[config.mk]
export PLATFORM = sky130hd
export DESIGN_NAME = match_unit
export DESIGN_NICKNAME = d
export VERILOG_FILES = /design/src/rtl/match_unit.sv
export SDC_FILE = /design/constraint.sdc
export NUM_CORES = 1
export LEC_CHECK = 0
export CELL_PAD_IN_SITES_DETAIL_PLACEMENT = 1
export CELL_PAD_IN_SITES_GLOBAL_PLACEMENT = 1
export CORE_ASPECT_RATIO = 2
export CORE_UTILIZATION = 42
export DETAILED_ROUTE_END_ITERATION = 6
export MAX_ROUTING_LAYER = met4
export PLACE_DENSITY = 0.85
export RECOVER_POWER = 25
export SETUP_SLACK_MARGIN = 0.2
export SYNTH_ARGS = -nofsm -noshare
export SYNTH_HDL_FRONTEND = slang
export SYNTH_SLANG_ARGS = --single-unit
[constraint.sdc]
create_clock -name clk -period 4.6 [get_ports clk]
set_input_delay 0.92 -clock clk [delete_from_list [all_inputs] [get_ports clk]]
set_output_delay 0.92 -clock clk [all_outputs]
set_load 0.005 [all_outputs]
[src/rtl/match_unit.sv]
// One window-match compute unit: accumulates sum(g), sum(g^2) and sum(f*g) for its
// four interleaved 16x16 g windows and streams the four result triples on request.
module match_unit #(
  parameter int UNIT_ID = 0,
  parameter int PIX_W   = 3
) (
  input  logic             clk,
  input  logic             rst_n,
  input  logic             startsig,
  input  logic             lstart,
  input  logic             work,
  input  logic [15:0]      change,
  input  logic [PIX_W-1:0] gdata,
  input  logic [PIX_W-1:0] f_tap,
  input  logic             finalstart,
  input  logic             update,
  output logic [10:0]      out_gsum,
  output logic [13:0]      out_g2sum,
  output logic [13:0]      out_fgsum,
  output logic [1:0]       out_win,
  output logic             out_valid
);

  typedef enum logic [1:0] {IDLE = 2'd0, ROW = 2'd1, DONE = 2'd2} state_t;

  state_t             state_q, state_d;
  logic               work_q, lstart_q, startsig_q, update_q;
  logic               work_e, lstart_e, start_e, update_e;
  logic [1:0]         win_idx_q, win_idx_d;
  logic               win_active_q, win_active_d;
  logic               acc_en;
  logic [2:0]         out_idx_q, out_base;
  logic               emit;
  logic [2*PIX_W-1:0] g_ext, f_ext, g2_prod, fg_prod;
  logic [10:0]        gsum_q  [4];
  logic [13:0]        g2sum_q [4];
  logic [13:0]        fgsum_q [4];

  assign work_e   = work & ~work_q;
  assign lstart_e = lstart & ~lstart_q;
  assign start_e  = startsig & ~startsig_q;
  assign update_e = update & ~update_q;

  assign g_ext   = {{PIX_W{1'b0}}, gdata};
  assign f_ext   = {{PIX_W{1'b0}}, f_tap};
  assign g2_prod = g_ext * g_ext;
  assign fg_prod = f_ext * g_ext;

  // finalstart rewinds the sequencer in the same cycle, so a coincident update emits window 0
  assign out_base = finalstart ? 3'd0 : out_idx_q;
  assign emit     = update_e & ~start_e & ~out_base[2];

  always_comb begin
    state_d      = state_q;
    win_idx_d    = win_idx_q;
    win_active_d = win_active_q;
    acc_en       = 1'b0;
    if (start_e) begin
      state_d = IDLE;
    end else if (lstart_e) begin
      state_d      = ROW;
      win_idx_d    = 2'd0;
      win_active_d = 1'b0;
    end else if (work_e && state_q == ROW) begin
      if (change[UNIT_ID]) begin
        if (!win_active_q) begin
          win_active_d = 1'b1;
          win_idx_d    = 2'd0;
        end else if (win_idx_q == 2'd3) begin
          // fifth window boundary: the rest of the row belongs to no window of this unit
          win_active_d = 1'b0;
          state_d      = DONE;
        end else begin
          win_idx_d = win_idx_q + 2'd1;
        end
      end
      acc_en = win_active_d;
    end
  end

  always_ff @(posedge clk or negedge rst_n) begin
    if (!rst_n) begin
      work_q       <= 1'b0;
      lstart_q     <= 1'b0;
      startsig_q   <= 1'b0;
      update_q     <= 1'b0;
      state_q      <= IDLE;
      win_idx_q    <= 2'd0;
      win_active_q <= 1'b0;
      out_idx_q    <= 3'd0;
      out_valid    <= 1'b0;
      out_gsum     <= '0;
      out_g2sum    <= '0;
      out_fgsum    <= '0;
      out_win      <= '0;
      for (int i = 0; i < 4; i++) begin
        gsum_q[i]  <= '0;
        g2sum_q[i] <= '0;
        fgsum_q[i] <= '0;
      end
    end else begin
      work_q       <= work;
      lstart_q     <= lstart;
      startsig_q   <= startsig;
      update_q     <= update;
      state_q      <= state_d;
      win_idx_q    <= win_idx_d;
      win_active_q <= win_active_d;

      if (start_e) begin
        for (int i = 0; i < 4; i++) begin
          gsum_q[i]  <= '0;
          g2sum_q[i] <= '0;
          fgsum_q[i] <= '0;
        end
      end else if (acc_en) begin
        gsum_q[win_idx_d]  <= gsum_q[win_idx_d] + 11'(gdata);
        g2sum_q[win_idx_d] <= g2sum_q[win_idx_d] + 14'(g2_prod);
        fgsum_q[win_idx_d] <= fgsum_q[win_idx_d] + 14'(fg_prod);
      end

      out_idx_q <= emit ? out_base + 3'd1 : out_base;
      out_valid <= emit;
      if (emit) begin
        out_gsum  <= gsum_q[out_base[1:0]];
        out_g2sum <= g2sum_q[out_base[1:0]];
        out_fgsum <= fgsum_q[out_base[1:0]];
        out_win   <= out_base[1:0];
      end
    end
  end

endmodule

After elaboration in Yosys (flattened, before gate mapping)
Index checks and enable logic that the tools add are counted.
{"block": "word_totals", "register_bits": 210, "in_bits": 29, "out_inout_bits": 42, "wordCells": 114}
{"block": "op_classes", "n_addsub": 5, "mul": 2, "n_lt_le_gt_ge": 3, "n_eq_ne": 2, "muxes": 53, "n_bitwise": 14, "n_reduce_logical": 10}
{"cell": "two-way mux 56 bit", "n": 4}
{"cell": "two-way mux 14 bit", "n": 9}
{"cell": "binary-select mux 14 bit (select 2 bit)", "n": 4}
{"cell": "bitwise mux 56 bit", "n": 2}
{"cell": "two-way mux 44 bit", "n": 2}
{"cell": "two-way mux 11 bit", "n": 5}
{"cell": "binary-select mux 11 bit (select 2 bit)", "n": 2}
{"cell": "bitwise mux 44 bit", "n": 1}
{"cell": "adder 14 x 6 -> 14 bit", "n": 2}
{"cell": "demux 14 bit (select 2 bit)", "n": 1}
{"cell": "two-way mux 2 bit", "n": 12}
{"cell": "demux 11 bit (select 2 bit)", "n": 1}
{"cell": "multiplier 3 x 3 -> 6 bit", "n": 2}
{"cell": "nonzero test 3 bit", "n": 4}
{"cell": "adder 11 x 3 -> 11 bit", "n": 1}
{"cell": "two-way mux 1 bit", "n": 8}
{"cell": "AND 1 bit", "n": 6}
{"cell": ">= comparator 3 bit (second input constant)", "n": 2}
{"cell": "two-way mux 3 bit", "n": 2}
{"cell": "NOT 1 bit", "n": 6}
{"cell": "NOT 2 -> 3 bit", "n": 2}
{"cell": "AND reduction 4 bit", "n": 1}
{"cell": "nonzero test 2 bit", "n": 2}
{"cell": "adder 3 x 1 -> 3 bit (second input constant)", "n": 1}
{"cell": "other kinds (6)", "n": 7}

Longest topological paths before layout
{"block": "logic_depth", "word_depth": 15, "ltp_mapped": 25}

Least setup slack after synthesis
OpenSTA, ideal clock, no wires.
{"block": "synth_timing", "path_type": "input to register", "start": "in work", "end": "reg fgsum_q[13] (netlist name)", "arrival_time_ps": 5129, "required_time_ps": 4478, "path_slack_ps": -651, "path_stages": 19, "path_buffers": 4, "cell_sequence": "and4bb_1 > buf_4 > a41o_1 > a22oi_1 > o21ai_2 > clkbuf_1 > clkbuf_1 > clkbuf_1 > a31oi_1 > fa_1 > inv_1 > fa_1 > inv_1 > a21oi_1 > o21bai_1 > a21oi_1 > nor4_2 > nand4_1 > a32o_1"}
{"block": "synth_between", "elab_chain_len": 13}
{"item": "start: declaration", "line_no": "11", "source": "input logic work,"}
{"item": "AND 1 bit *", "line_no": "39", "source": "assign work_e = work & ~work_q;"}
{"item": "logical AND 1 bit *", "line_no": "64", "source": "end else if (work_e && state_q == ROW) begin"}
{"item": "two-way mux 2 bit *", "line_no": "64"}
{"item": "two-way mux 2 bit *", "line_no": "60", "source": "end else if (lstart_e) begin"}
{"item": "two-way mux 2 bit *", "line_no": "58", "source": "if (start_e) begin"}
{"item": "via win_idx_d[1]", "line_no": "29", "source": "logic [1:0] win_idx_q, win_idx_d;"}
{"item": "NOT 2 -> 3 bit (implied by the code) *", "line_no": "119", "source": "fgsum_q[win_idx_d] <= fgsum_q[win_idx_d] + 14'(fg_prod);"}
{"item": "binary-select mux 14 bit (select 2 bit), or another cell as far along", "line_no": "119"}
{"item": "two-way mux 14 bit (implied by the code) / logical AND 1 bit (equally long branches)", "line_no": "119"}
{"item": "two-way mux 14 bit (implied by the code)", "line_no": "119"}
{"item": "adder 14 x 6 -> 14 bit / demux 14 bit (select 2 bit) (equally long branches)", "line_no": "119"}
{"item": "bitwise mux 56 bit *", "line_no": "119"}
{"item": "two-way mux 56 bit *", "line_no": "116", "source": "end else if (acc_en) begin"}
{"item": "two-way mux 56 bit *", "line_no": "110", "source": "if (start_e) begin"}
{"item": "end signal: indexed assignment", "line_no": "119"}
{"item": "end: declaration", "line_no": "37", "source": "logic [13:0] fgsum_q [4];"}
Mark *: on every way through the listed nets, which the timed path passes. The rest lies on a longest branch. The select of a mux whose other input is x is not followed.
A chain may end at the register's enable or synchronous reset.

Final worst setup path
{"block": "layout_timing", "start": "in work", "end": "reg fgsum_q[53] (netlist name)"}
{"block": "layout_between", "elab_chain_len": 13}
{"item": "AND 1 bit *", "line_no": "39"}
{"item": "logical AND 1 bit *", "line_no": "64"}
{"item": "two-way mux 2 bit", "line_no": "64"}
{"item": "two-way mux 2 bit", "line_no": "60"}
{"item": "two-way mux 2 bit", "line_no": "58"}
{"item": "NOT 2 -> 3 bit (implied by the code)", "line_no": "119"}
{"item": "binary-select mux 14 bit (select 2 bit), or another cell as far along", "line_no": "119"}
{"item": "two-way mux 14 bit (implied by the code) / logical AND 1 bit (equally long branches)", "line_no": "119"}
{"item": "two-way mux 14 bit (implied by the code)", "line_no": "119"}
{"item": "adder 14 x 6 -> 14 bit / demux 14 bit (select 2 bit) (equally long branches)", "line_no": "119"}
{"item": "bitwise mux 56 bit", "line_no": "119"}
{"item": "two-way mux 56 bit", "line_no": "116"}
{"item": "two-way mux 56 bit", "line_no": "110"}
Every way passes the cells marked *; elsewhere a longest branch is shown, timed or not. The select of a mux whose other input is x is not followed.

==> metrics.txt <==
# TYPE chip_impl_metric gauge
chip_impl_metric{name="clock_network_latency_to_the_later_pin_of_the_worst_skew_pair",unit="ps"} 530
chip_impl_metric{name="power-per-cell-area",unit="nW/µm²"} 382.1
chip_impl_metric{name="synthCells",unit=""} 1215
chip_impl_metric{name="synth_edf_count",unit=""} 0
chip_impl_metric{name="critPathRequiredTime",unit="ps"} 5000
chip_impl_metric{name="layout-drive-gt1-share",unit=""} 0.2143
chip_impl_metric{name="cts.reportedPaths.clkPinSlew",unit="ps"} 70
chip_impl_metric{name="report.final.setup_viol",unit=""} 0
chip_impl_metric{name="placeableCoreArea",unit="µm²"} 27010
chip_impl_info{name="crit_family",value="simple AND/OR/NAND/NOR gates"} 1
chip_impl_metric{name="floorplan.die.width",unit="µm"} 119.3
chip_impl_metric{name="ys_ff_latch",unit=""} 210
chip_impl_metric{name="final.period_utilization",unit=""} 0.9445
chip_impl_metric{name="worst-path-max-fanout",unit=""} 7
chip_impl_info{name="failing_checks",value="capacitance limit, slew limit"} 1
chip_impl_metric{name="die_height",unit="µm"} 236.6
chip_impl_metric{name="finish.net_count",unit=""} 1389
chip_impl_metric{name="routedLengthMet1",unit="mm"} 14.87
chip_impl_metric{name="placed_area",unit="µm²"} 13160
chip_impl_metric{name="dp_worst_setup_slack",unit="ps"} -742.6
chip_impl_metric{name="hold_buffers",unit=""} 0
chip_impl_metric{name="worst-r2r-setup-slack",unit="ps"} 290
chip_impl_info{name="worstSetupEndpointType",value="register"} 1
chip_impl_metric{name="dr_wl_met3",unit="mm"} 1.782
chip_impl_metric{name="syn-cell-area",unit="µm²"} 11560
chip_impl_metric{name="initial_cell_density_of_the_core",unit=""} 0.4279
chip_impl_metric{name="sum_of_internal_switching_and_leakage_power",unit="mW"} 5.423
chip_impl_info{name="critPathSlowestCell",value="sky130_fd_sc_hd__or4_4"} 1
chip_impl_metric{name="stdcell_count",unit=""} 1692
chip_impl_metric{name="max_clock_freq",unit="MHz"} 230.2
chip_impl_metric{name="wl_per_cell",unit="µm"} 23.37
chip_impl_metric{name="wire_length_of_the_first_global_routing_pass",unit="mm"} 62.56
chip_impl_metric{name="worstPathArrival",unit="ps"} 4750
chip_impl_metric{name="gp_congestion",unit=""} 0.8376
chip_impl_metric{name="fp-row-count",unit=""} 85
chip_impl_metric{name="grt_antenna_before_repair",unit=""} 0
chip_impl_info{name="tritoncts",value="yes"} 1
chip_impl_metric{name="yosysTopAreaCellShare",unit=""} 0.4546
chip_impl_metric{name="cts_num_sinks",unit=""} 210
chip_impl_metric{name="final_instance_area",unit="µm²"} 14190
chip_impl_metric{name="ys_warn_count",unit=""} 0
chip_impl_metric{name="finalCriticalPeriod",unit="ps"} 4345
chip_impl_metric{name="number_of_endpoints_with_negative_hold_slack_in_the_final_report",unit=""} 0
chip_impl_metric{name="slew_headroom",unit=""} -0.7289
chip_impl_metric{name="synth.net_count",unit=""} 1272
chip_impl_metric{name="critical_path_buf_inv_count",unit=""} 5
chip_impl_metric{name="worst_pin_slew",unit="ps"} 2593
chip_impl_metric{name="finalHoldWorstSlack",unit="ps"} 482.8
chip_impl_metric{name="ys_seq_area_frac",unit=""} 0.4546
chip_impl_metric{name="post-place-cells",unit=""} 1632
chip_impl_metric{name="number_of_fill_cells_in_the_layout",unit=""} 3035
chip_impl_metric{name="final_antenna_net_count",unit=""} 0
chip_impl_metric{name="p_leak",unit="nW"} 6.474
chip_impl_metric{name="htree_levels",unit=""} 1
chip_impl_metric{name="syn_avg_cell_area",unit="µm²"} 9.514
chip_impl_metric{name="ios",unit=""} 71
chip_impl_info{name="synthTopCellsByArea",value="sky130_fd_sc_hd__dfrtp_1 45%, sky130_fd_sc_hd__a22o_1 7.4%, sky130_fd_sc_hd__nand2_1 6.7%"} 1
chip_impl_info{name="outcome",value="finished, violations left"} 1
chip_impl_info{name="rsz0062_at_grt",value="yes"} 1
chip_impl_metric{name="cpPeakStageDelay",unit="ps"} 590
chip_impl_metric{name="area_growth_syn_to_layout",unit="%"} 22.77
chip_impl_info{name="synthFlopType",value="sky130_fd_sc_hd__dfrtp_1"} 1
chip_impl_metric{name="vdd.ir_drop.worst",unit="mV"} 0.2196
chip_impl_metric{name="grt_max_degree",unit=""} 99
chip_impl_metric{name="finalClockSkew",unit="ps"} 22.80
chip_impl_metric{name="placement.io_buffers",unit=""} 55
chip_impl_metric{name="numCtsBuffers",unit=""} 21
chip_impl_metric{name="cts.path.max_buffers",unit=""} 3
chip_impl_metric{name="setup_tns",unit="ps"} 0
chip_impl_info{name="clk_root_buffer_cell",value="sky130_fd_sc_hd__clkbuf_16"} 1
chip_impl_metric{name="vias_per_cell",unit=""} 6.111
chip_impl_info{name="netlist.top_cell.by_area",value="sky130_fd_sc_hd__dfrtp_1"} 1
chip_impl_metric{name="wl",unit="mm"} 39.54
chip_impl_metric{name="slew_violations",unit=""} 128
chip_impl_metric{name="yosysUniqueCellTypes",unit=""} 56
chip_impl_info{name="min_path_type",value="reg2reg"} 1
chip_impl_metric{name="detail_route.drc_violations",unit=""} 0
chip_impl_metric{name="drv_cap",unit=""} 2
chip_impl_info{name="crit_path_cell_trace",value="buf_6, and4bb_1, nand4b_1, a211o_1, and2_4, buf_6, nor2_4, nor2_2, nor2_1, a31oi_2, fa_1, inv_2, fa_2, inv_2, a21oi_4, o21bai_4, a21oi_4, buf_6, or4_4, o21ai_2, o211ai_1"} 1
chip_impl_info{name="criticalPathCategory",value="in2reg"} 1
chip_impl_metric{name="grt_remaining_overflow",unit=""} 0
chip_impl_info{name="synthMostInstantiatedCell",value="sky130_fd_sc_hd__dfrtp_1"} 1
chip_impl_info{name="critical_path.startpoint_type",value="primary input"} 1
chip_impl_metric{name="die_area",unit="µm²"} 28230
chip_impl_metric{name="grt_pass1_vias",unit=""} 11620
chip_impl_metric{name="detailedRoute.firstPassIterationCount",unit=""} 5
chip_impl_metric{name="finalWorstSetupSlack",unit="ps"} 255.5
chip_impl_metric{name="final_core_utilization",unit=""} 0.5254
chip_impl_metric{name="dp_hpwl",unit="mm"} 24.39
chip_impl_info{name="crit_top_cell",value="sky130_fd_sc_hd__buf_6"} 1
chip_impl_metric{name="postSynth.asyncResetShare",unit=""} 1.000
chip_impl_metric{name="antenna_cells",unit=""} 0
chip_impl_metric{name="overall_global_routing_usage",unit=""} 0.2925
chip_impl_metric{name="routed_via_count",unit=""} 10340
chip_impl_info{name="synth_top_cells_by_count",value="210 x sky130_fd_sc_hd__dfrtp_1, 206 x sky130_fd_sc_hd__nand2_1, 108 x sky130_fd_sc_hd__o21ai_0"} 1
chip_impl_info{name="maxUsedRoutingLayer",value="met4"} 1
chip_impl_metric{name="routed-wl-met2",unit="mm"} 20.63
chip_impl_metric{name="detailedRoute.firstIterationViolations",unit=""} 560
kinds of logic after synthesis:
| family | count (synthesis) | synth area share |
|---|---|---|
| buffers and inverters | 114 | 0.04167 |
| DFF | 210 | 0.4546 |
| muxes | 106 | 0.09795 |
| adders and majority gates | 28 | 0.03420 |
| and+or+nand+nor | 415 | 0.1595 |
| xor gates and xnor gates | 23 | 0.01743 |
| AOI/OAI and AO/OA | 319 | 0.1946 |
power breakdown:
part / switching, mW / total (mW) / internal, mW
logic: 1.01 / 1.77 / 0.756
registers: 0.0592 / 1.97 / 1.91
clock network: 0.765 / 1.69 / 0.921
layout by cell type, fill, tap and decap left out, types with 14 or more instances in the layout:
cell	count
sky130_fd_sc_hd__mux2i_1	49
sky130_fd_sc_hd__mux2_2	57
sky130_fd_sc_hd__o21ai_0	103
sky130_fd_sc_hd__nand3_1	43
sky130_fd_sc_hd__ha_1	17
sky130_fd_sc_hd__nand2_1	206
sky130_fd_sc_hd__xnor2_1	18
sky130_fd_sc_hd__nor2_1	86
sky130_fd_sc_hd__clkdlybuf4s50_1	49
sky130_fd_sc_hd__a31oi_1	14
sky130_fd_sc_hd__clkbuf_16	21
sky130_fd_sc_hd__buf_4	108
sky130_fd_sc_hd__dfrtp_1	209
sky130_fd_sc_hd__a22o_1	98
sky130_fd_sc_hd__inv_1	23
area by class of cell:
type,instances,area [µm²],share of cell area
multi-input cells,891,6155,0.4337
flip-flops and latches,210,5256,0.3704
repair buffers,181,1593,0.1122
clock buffers,31,613.1,0.04320
well taps,348,435.4,0.03068
inverters,27,113.9,0.008023
clock inverters,4,26.28,0.001851
tightest hold or removal path, stage by stage (launching register included):
cell	delay (ps)
sky130_fd_sc_hd__dfrtp_1	340
sky130_fd_sc_hd__nand2_1	50
sky130_fd_sc_hd__o21ai_0	60
final timing paths:
check | to | depth (start not counted) | from
worst max-delay path | fgsum_q[53]$_DFFE_PN0P_ | 21 | work
worst min-delay path | out_g2sum[3]$_DFFE_PN0P_ | 2 | out_g2sum[3]$_DFFE_PN0P_
worst max register to register | fgsum_q[53]$_DFFE_PN0P_ | 20 | state_q[1]$_DFFE_PN0P_
worst min register to register | out_g2sum[3]$_DFFE_PN0P_ | 2 | out_g2sum[3]$_DFFE_PN0P_
max in group asynchronous | out_idx_q[0]$_DFF_PN0_ | 2 | rst_n
min in group asynchronous | out_fgsum[9]$_DFFE_PN0P_ | 1 | rst_n
per-layer routing:
| metal | track usage | up-vias |
|---|---|---|
| met2 | 0.5176 | 367 |
| met1 | 0.3112 | 5230 |
| met5 | - | - |
| li1 | - | 4563 |
| met4 | 0.1754 | 0 |
| met3 | 0.03035 | 179 |
registers in the layout, summed over array words and instances (netlist names), 2 cells and up:
| register | cells |
|---|---|
| fgsum_q | 56 |
| state_q | 2 |
| out_win | 2 |
| out_g2sum | 14 |
| out_gsum | 11 |
| gsum_q | 44 |
| g2sum_q | 56 |
| out_fgsum | 14 |
| win_idx_q | 2 |
| out_idx_q | 3 |
repair_timing:
item                                    4_1_cts  5_1_grt
endpoints found under the setup margin       73       62
resized for setup                            26       26
pin swaps                                    20       20
setup buffers                                18        7
Note: power is estimated with default switching activity, not from simulation.
